File: config.mk
export PLATFORM = sky130hd
export DESIGN_NAME = instr_sequencer_flat
export DESIGN_NICKNAME = d
export VERILOG_FILES = /design/src/rtl/instr_sequencer_if.sv /design/src/rtl/instr_sequencer.sv /design/src/flat_wrapper.sv
export SDC_FILE = /design/constraint.sdc
export NUM_CORES = 1
export LEC_CHECK = 0
export ABC_AREA = 1
export CELL_PAD_IN_SITES_DETAIL_PLACEMENT = 1
export CELL_PAD_IN_SITES_GLOBAL_PLACEMENT = 1
export CORE_UTILIZATION = 41
export DETAILED_ROUTE_END_ITERATION = 8
export PLACE_DENSITY_LB_ADDON = 0.1
export SKIP_CTS_REPAIR_TIMING = 1
export SLEW_MARGIN = 40
export SYNTH_ARGS = -nofsm -noshare
export SYNTH_HDL_FRONTEND = slang
export SYNTH_SLANG_ARGS = --single-unit
File: constraint.sdc
create_clock -name clk -period 2.6 [get_ports clk]
set_input_delay 0.26 -clock clk [delete_from_list [all_inputs] [get_ports clk]]
set_output_delay 0.26 -clock clk [all_outputs]
set_load 0.01 [all_outputs]
File: src/rtl/instr_sequencer_if.sv
// rtl/instr_sequencer_if.sv - ROM and processor instruction-port bundle
interface instr_sequencer_if #(
  parameter int ADDR_W = 5
);
  logic [ADDR_W-1:0] mem_addr;
  logic [8:0]        mem_rdata;
  logic              done;
  logic [8:0]        din;
  logic              run;

  modport master (
    output mem_addr,
    output din,
    output run,
    input  mem_rdata,
    input  done
  );

  modport slave (
    input  mem_addr,
    input  din,
    input  run,
    output mem_rdata,
    output done
  );
endinterface

File: src/rtl/instr_sequencer.sv
// rtl/instr_sequencer.sv - fetches ROM words and issues them to the processor
module instr_sequencer #(
  parameter int ADDR_W  = 5,
  parameter int TIMEOUT = 15
) (
  input  logic                clk,
  input  logic                resetn,
  input  logic                start,
  instr_sequencer_if.master   bus,
  output logic                busy,
  output logic                halted,
  output logic [1:0]          err,
  output logic [ADDR_W-1:0]   pc,
  output logic [15:0]         retired
);

  typedef enum logic [3:0] {
    S_IDLE,
    S_ADDR,
    S_CAPT,
    S_SETUP,
    S_ISSUE,
    S_IMM_LD,
    S_IMM_RUN,
    S_WAIT,
    S_HALT
  } state_t;

  localparam logic [7:0] WAIT_LAST = 8'(TIMEOUT - 1);

  localparam logic [1:0] ERR_NONE    = 2'b00;
  localparam logic [1:0] ERR_ILLEGAL = 2'b01;
  localparam logic [1:0] ERR_TIMEOUT = 2'b10;

  state_t            state;
  logic              mvi_r;
  logic [7:0]        wait_cnt;
  logic [2:0]        op;
  logic [ADDR_W-1:0] pc_next;

  // ROM data is only decoded in CAPT, where it reflects the address set on entry to ADDR
  assign op      = bus.mem_rdata[8:6];
  assign pc_next = mvi_r ? pc + ADDR_W'(2) : pc + ADDR_W'(1);

  // Sequencer FSM; every output is a register updated on the transition that needs it
  always_ff @(posedge clk or negedge resetn) begin
    if (!resetn) begin
      state        <= S_IDLE;
      bus.mem_addr <= '0;
      bus.din      <= '0;
      bus.run      <= 1'b0;
      busy         <= 1'b0;
      halted       <= 1'b0;
      err          <= ERR_NONE;
      pc           <= '0;
      retired      <= '0;
      mvi_r        <= 1'b0;
      wait_cnt     <= '0;
    end else begin
      // run is a single-cycle strobe: only the SETUP and IMM_LD exits raise it
      bus.run <= 1'b0;
      case (state)
        S_IDLE, S_HALT: begin
          if (start) begin
            state        <= S_ADDR;
            pc           <= '0;
            bus.mem_addr <= '0;
            err          <= ERR_NONE;
            busy         <= 1'b1;
            halted       <= 1'b0;
          end
        end
        S_ADDR: begin
          state <= S_CAPT;
        end
        S_CAPT: begin
          if (op == 3'b111) begin
            state  <= S_HALT;
            busy   <= 1'b0;
            halted <= 1'b1;
          end else if (op[2]) begin
            state  <= S_HALT;
            busy   <= 1'b0;
            halted <= 1'b1;
            err    <= ERR_ILLEGAL;
          end else begin
            bus.din <= bus.mem_rdata;
            mvi_r   <= (op == 3'b001);
            state   <= S_SETUP;
          end
        end
        S_SETUP: begin
          // point the ROM at the immediate now so it is readable in IMM_LD
          state   <= S_ISSUE;
          bus.run <= 1'b1;
          if (mvi_r) begin
            bus.mem_addr <= pc + ADDR_W'(1);
          end
        end
        S_ISSUE: begin
          wait_cnt <= '0;
          state    <= mvi_r ? S_IMM_LD : S_WAIT;
        end
        S_IMM_LD: begin
          bus.din <= bus.mem_rdata;
          bus.run <= 1'b1;
          state   <= S_IMM_RUN;
        end
        S_IMM_RUN: begin
          wait_cnt <= '0;
          state    <= S_WAIT;
        end
        S_WAIT: begin
          // done on the last allowed cycle still retires the instruction
          if (bus.done) begin
            state        <= S_ADDR;
            pc           <= pc_next;
            bus.mem_addr <= pc_next;
            retired      <= retired + 16'd1;
          end else if (wait_cnt == WAIT_LAST) begin
            state  <= S_HALT;
            busy   <= 1'b0;
            halted <= 1'b1;
            err    <= ERR_TIMEOUT;
          end else begin
            wait_cnt <= wait_cnt + 8'd1;
          end
        end
        default: begin
          state  <= S_IDLE;
          busy   <= 1'b0;
          halted <= 1'b0;
        end
      endcase
    end
  end

endmodule

File: src/flat_wrapper.sv
// flat-port wrapper written by rule: the top's interface ports become plain ports
module instr_sequencer_flat 
#(
  parameter int ADDR_W  = 5,
  parameter int TIMEOUT = 15
)
  (clk, resetn, start, busy, halted, err, pc, retired, bus_mem_addr, bus_din, bus_run, bus_mem_rdata, bus_done);
  instr_sequencer_if #(.ADDR_W(ADDR_W)) bus_i ();
  input  logic clk;
  input  logic resetn;
  input  logic start;
  output logic busy;
  output logic halted;
  output logic [1:0] err;
  output logic [ADDR_W-1:0] pc;
  output logic [15:0] retired;
  output wire logic [$bits(bus_i.mem_addr)-1:0] bus_mem_addr;
  output wire logic [$bits(bus_i.din)-1:0] bus_din;
  output wire logic [$bits(bus_i.run)-1:0] bus_run;
  input wire logic [$bits(bus_i.mem_rdata)-1:0] bus_mem_rdata;
  input wire logic [$bits(bus_i.done)-1:0] bus_done;
  assign bus_mem_addr = bus_i.mem_addr;
  assign bus_din = bus_i.din;
  assign bus_run = bus_i.run;
  assign bus_i.mem_rdata = bus_mem_rdata;
  assign bus_i.done = bus_done;
  instr_sequencer #(.ADDR_W(ADDR_W), .TIMEOUT(TIMEOUT)) u_core (.clk(clk), .resetn(resetn), .start(start), .bus(bus_i), .busy(busy), .halted(halted), .err(err), .pc(pc), .retired(retired));
endmodule
Yosys cells after proc, flatten, opt, wreduce, memory -nomap -nowiden:

Index checks and enable logic that the tools add are counted.

* add/sub/neg operators: 4
* equality and inequality tests: 22
* multiplexer cells: 38
* bitwise logic cells: 3
* reductions and logical operators: 19

Operator list (number)
* one-hot mux 4 bit (8 select lines): 1
* two-way mux 4 bit: 5
* two-way mux 5 bit: 4
* two-way mux 9 bit: 2
* one-hot mux 9 bit (2 select lines): 1
* adder 16 x 1 -> 16 bit, second input constant: 1
* equality test 4 x 3 -> 1 bit, second input constant: 4
* two-way mux 8 bit: 2
* one-hot mux 8 bit (2 select lines): 1
* one-hot mux 5 bit (3 select lines): 1
* != test 2 bit, second input constant: 7
* two-way mux 2 bit: 6
* AND reduction 3 bit: 4
* two-way mux 1 bit: 11
* one-hot mux 5 bit (2 select lines): 1
* adder 8 x 1 -> 8 bit, second input constant: 1
* equality test 4 x 2 -> 1 bit, second input constant: 2
* equality test 8 x 4 -> 1 bit, second input constant: 1
* one-hot mux 1 bit (4 select lines): 2
* != test 3 x 2 -> 1 bit, second input constant: 2
* one-hot mux 2 bit (3 select lines): 1
* AND reduction 6 bit: 1
* nonzero test 2 bit: 3
* nonzero test 3 bit: 2
* 14 further kinds: 20

* register bits after elaboration: 53
* bits of input ports: 13
* output and inout port bits: 40
* logic and storage cells: 97

Longest topological paths before layout:

* depth in word-level cells: 4
* depth in mapped cells: 10
* depth with buffers taken out: 9

Least setup slack after synthesis:

Ideal clock, no wire load.

* path type: register to register
* from: reg u_core.wait_cnt[0]
* to: reg u_core.wait_cnt[5]
* library setup time: 0.083 ns
* arrival time: 1.307 ns
* slack: 1.211 ns
* stages on the path, launching flop included: 10
* path buffers: 1
* path through: dfrtp_1 inv_1 ha_1 nand3_1 nor2_2 nor2_4 nor2_2 buf_6 nand2_1 o21ai_0

* cells in the longest elaborated chain, start to end: 4
* elaborated cells between the ends (all ways): 7

Ends and longest elaborated chain
* start: declaration: RTL line instr_sequencer.sv:37 `logic [7:0] wait_cnt;`
* start signal: assignment: RTL line instr_sequencer.sv:126 `wait_cnt <= wait_cnt + 8'd1;`
* adder 8 x 1 -> 8 bit: RTL line instr_sequencer.sv:126
* two-way mux 8 bit: RTL line instr_sequencer.sv:120 `end else if (wait_cnt == WAIT_LAST) begin`
* two-way mux 8 bit: RTL line instr_sequencer.sv:115 `if (bus.done) begin`
* one-hot mux 8 bit (2 select lines): RTL line instr_sequencer.sv:62 `case (state)`

Parallel ways exist; a longest one is shown, timed or not. The select of a mux whose other input is x is not followed.
A chain may end at the register's enable or synchronous reset.

Worst setup path in the final report:

* from: reg u_core.state[0]
* to: reg u_core.retired[10]

* cells in the longest elaborated chain, start to end: 2

Ends and longest elaborated chain
* start: declaration: RTL line instr_sequencer.sv:35 `state_t state;`
* start signal: assignment: RTL line instr_sequencer.sv:102 `state <= mvi_r ? S_IMM_LD : S_WAIT;`
* equality test 4 x 3 -> 1 bit: RTL line instr_sequencer.sv:62
* AND reduction 2 bit (no source line)
* end signal: assignment: RTL line instr_sequencer.sv:119 `retired <= retired + 16'd1;`
* end: declaration: RTL line instr_sequencer.sv:14 `output logic [15:0] retired`

Every way passes these cells.

==> flow_summary.json <==
{
  "yosysUniqueCellTypes": 29,
  "wirelength_mm": 7.501,
  "worst_ep_arrival_time_ns": 2.17,
  "slowest_delay_ns": 0.49,
  "seq_area_frac_synth_pct": 44.92,
  "drtIter0Drc": 106,
  "rsz0062_at_grt": "false",
  "status": "finished clean",
  "globalRouteOverflowTotal": 0,
  "antenna_found_initial": 0,
  "synth_edf_count": 0,
  "synth_top_area_cell": "dfrtp_1",
  "avgSynthCellArea_sq_um": 7.364,
  "fmax_mhz": 508.8,
  "worstPathRequired_ns": 2.80,
  "path_cells": "nand2_2 -> nor2_4 -> nand2_2 -> nor2_2 -> nand2_1 -> o21ai_0 -> nand2_1",
  "grt_pass1_wl_mm": 13.24,
  "coreArea_sq_um": 6869,
  "final-hold-violation-count": 0,
  "worst_path_max_delay_cell": "dfrtp_1",
  "crit_fanout": 13,
  "grt_start_max_net_pins": 54,
  "grtUsageTotal_pct": 22.50,
  "clk_latency_ns": 0.31,
  "fill_cells": 881,
  "die_w_um": 86.87,
  "slew_headroom_pct": 54.28,
  "path_buf_inv": 0,
  "first_global_vias": 2845,
  "worstSetupPathType": "reg -> reg",
  "ant_nets": 0,
  "cts.reportedPaths.clkPinSlew_ns": 0.09,
  "portBuffers": 52,
  "dpl.hpwl_mm": 5.728,
  "place_congestion": 0.9097,
  "place_ws_ns": 0.6150,
  "finalCriticalPeriod_ns": 1.965,
  "die_area_sq_um": 7546,
  "cts_num_sinks": 53,
  "seqCellArea_sq_um": 1326,
  "critPathTopFamily": "simple AND/OR/NAND/NOR gates",
  "htree_levels": 2,
  "cap_viol_max_count": 0,
  "worstMarginPinSlew_ns": 0.6858,
  "yosysWarnings": 0,
  "finalCritPeriodShare_pct": 75.59,
  "vias": 2673,
  "ir_drop_mv": 0.4666,
  "cts_tree": "built",
  "final_cells": 549,
  "final_core_util_pct": 52.75,
  "drc": 0,
  "synth_top_area_share_pct": 44.92,
  "setup_viol": 0,
  "multiInputGateArea_sq_um": 1399,
  "power_density_nw_per_um2": 847.7,
  "drv_slew": 0,
  "post-synth-top-count-cell": "nand2_1",
  "synth_commonest_cells": "143 x nand2_1, 53 x dfrtp_1, 45 x inv_1",
  "die_y_um": 86.87,
  "diodes": 0,
  "rows": 30,
  "area_growth_syn_to_layout_pct": 22.71,
  "finalClockSkew_ns": 0.006239,
  "clockRootBuffer": "clkbuf_8",
  "setup_slack_ns": 0.6346,
  "start_kind": "flop",
  "drive_above_1_share_pct": 5.740,
  "ys.flop_type": "dfrtp_1",
  "start_util_pct": 42.99,
  "tns_ns": 0,
  "cts.path.max_buffers": 2,
  "cts_buffers": 5,
  "hold_class": "in -> async",
  "netlist_top_cells_area": "dfrtp_1 45%, nand2_1 18%, nand3_1 6.3%",
  "synthCells": 401,
  "placedCellCount": 541,
  "cp-end-kind": "flop",
  "synthesis.area_sq_um": 2953,
  "ys_ff_latch": 53,
  "dr.pass1.iters": 4,
  "via_per_inst": 4.869,
  "synthArstFlopShare_pct": 100.0,
  "final_nets": 470,
  "wl_per_cell_um": 13.66,
  "p_leak_uw": 0.001776,
  "io_pins": 53,
  "syn_nets": 419
}
[cell usage in the layout, fill, tap and decap left out, types with 3 or more instances in the layout]
master and instances:
a21oi_1 3, clkbuf_8 5, clkdlybuf4s50_1 51, dfrtp_1 53
ha_1 5, inv_1 45, nand2_1 143, nand3_1 37
nand4_1 8, nor2_1 42, nor2_2 3, nor2_4 4
nor3_1 3, o21ai_0 17, o21ai_1 4, o21ai_2 3
xnor2_1 6, xor2_1 5
[layout make-up]
| type | count | share of cell area (%) |
|---|---|---|
| clock buffers | 6 | 2.003 |
| clock inverters | 2 | 0.2762 |
| inverters | 46 | 4.765 |
| multi-input cells | 293 | 38.60 |
| flip-flops and latches | 53 | 36.60 |
| well taps | 96 | 3.315 |
| repair buffers | 53 | 14.43 |
[worst register-to-register path, delay by kind of cell, from the launching register on]
kind,cells,cell delay (ns)
AOI/OAI and AO/OA,1,0.16
DFF,1,0.49
and+or+nand+nor,6,1.23
[kinds of logic after synthesis]
| kind of cell | Yosys count | synth area share [%] |
|---|---|---|
| fa+ha+maj | 5 | 2.119 |
| buf+inv | 55 | 7.712 |
| simple gates | 246 | 35.72 |
| flops | 53 | 44.92 |
| xor+xnor | 11 | 3.263 |
| compound gates | 31 | 6.271 |
[routing by layer]
layer  wire length [um]  track usage, %
met1               3515           29.00
met2               3693           39.01
met3                202           3.981
met4                 90           5.758
met5                  0               0
[registers in the layout, indices dropped and copies added (netlist names)]
signal and count:
u_core.wait_cnt 8, u_core.bus.run 1, u_core.busy 1, u_core.halted 1
u_core.bus.mem_addr 5, u_core.state 4, u_core.err 2, u_core.pc 5
u_core.retired 16, u_core.mvi_r 1, u_core.bus.din 9
[power breakdown]
part,internal (uW),leakage [uW],switching [uW]
clock,187,0.0000450,263
sequential,1020,0.000702,189
combinational,555,0.00103,857
total,1760,0.00178,1310
[worst paths after layout]
path | slack (ns) | depth (start not counted) | endpoint | startpoint
max | 0.63 | 7 | u_core.retired[10]$_DFFE_PN0P_ | u_core.state[0]$_DFFE_PN0P_
min | 0.05 | 2 | u_core.wait_cnt[6]$_DFFE_PN0P_ | resetn
max reg2reg | 0.63 | 7 | u_core.retired[10]$_DFFE_PN0P_ | u_core.state[0]$_DFFE_PN0P_
min reg2reg | 0.48 | 2 | u_core.err[0]$_DFFE_PN0P_ | u_core.err[0]$_DFFE_PN0P_
max in group asynchronous | 2.07 | 2 | u_core.pc[4]$_DFFE_PN0P_ | resetn
min in group clk | 0.48 | 2 | u_core.err[0]$_DFFE_PN0P_ | u_core.err[0]$_DFFE_PN0P_
[through the flow]
step	instance area [sq um]	power, uW	hold WS [ns]
6_report	3623	3072	0.05076
5_1_grt	3623	3330	0.1347
4_1_cts	3623	3123	0.09310
3_5_place_dp	3541	2640	0.4326
3_3_place_gp	3541	2572	0.4377
2_1_floorplan	2953	2072	-0.03559
(Power assumes the default switching activity.)
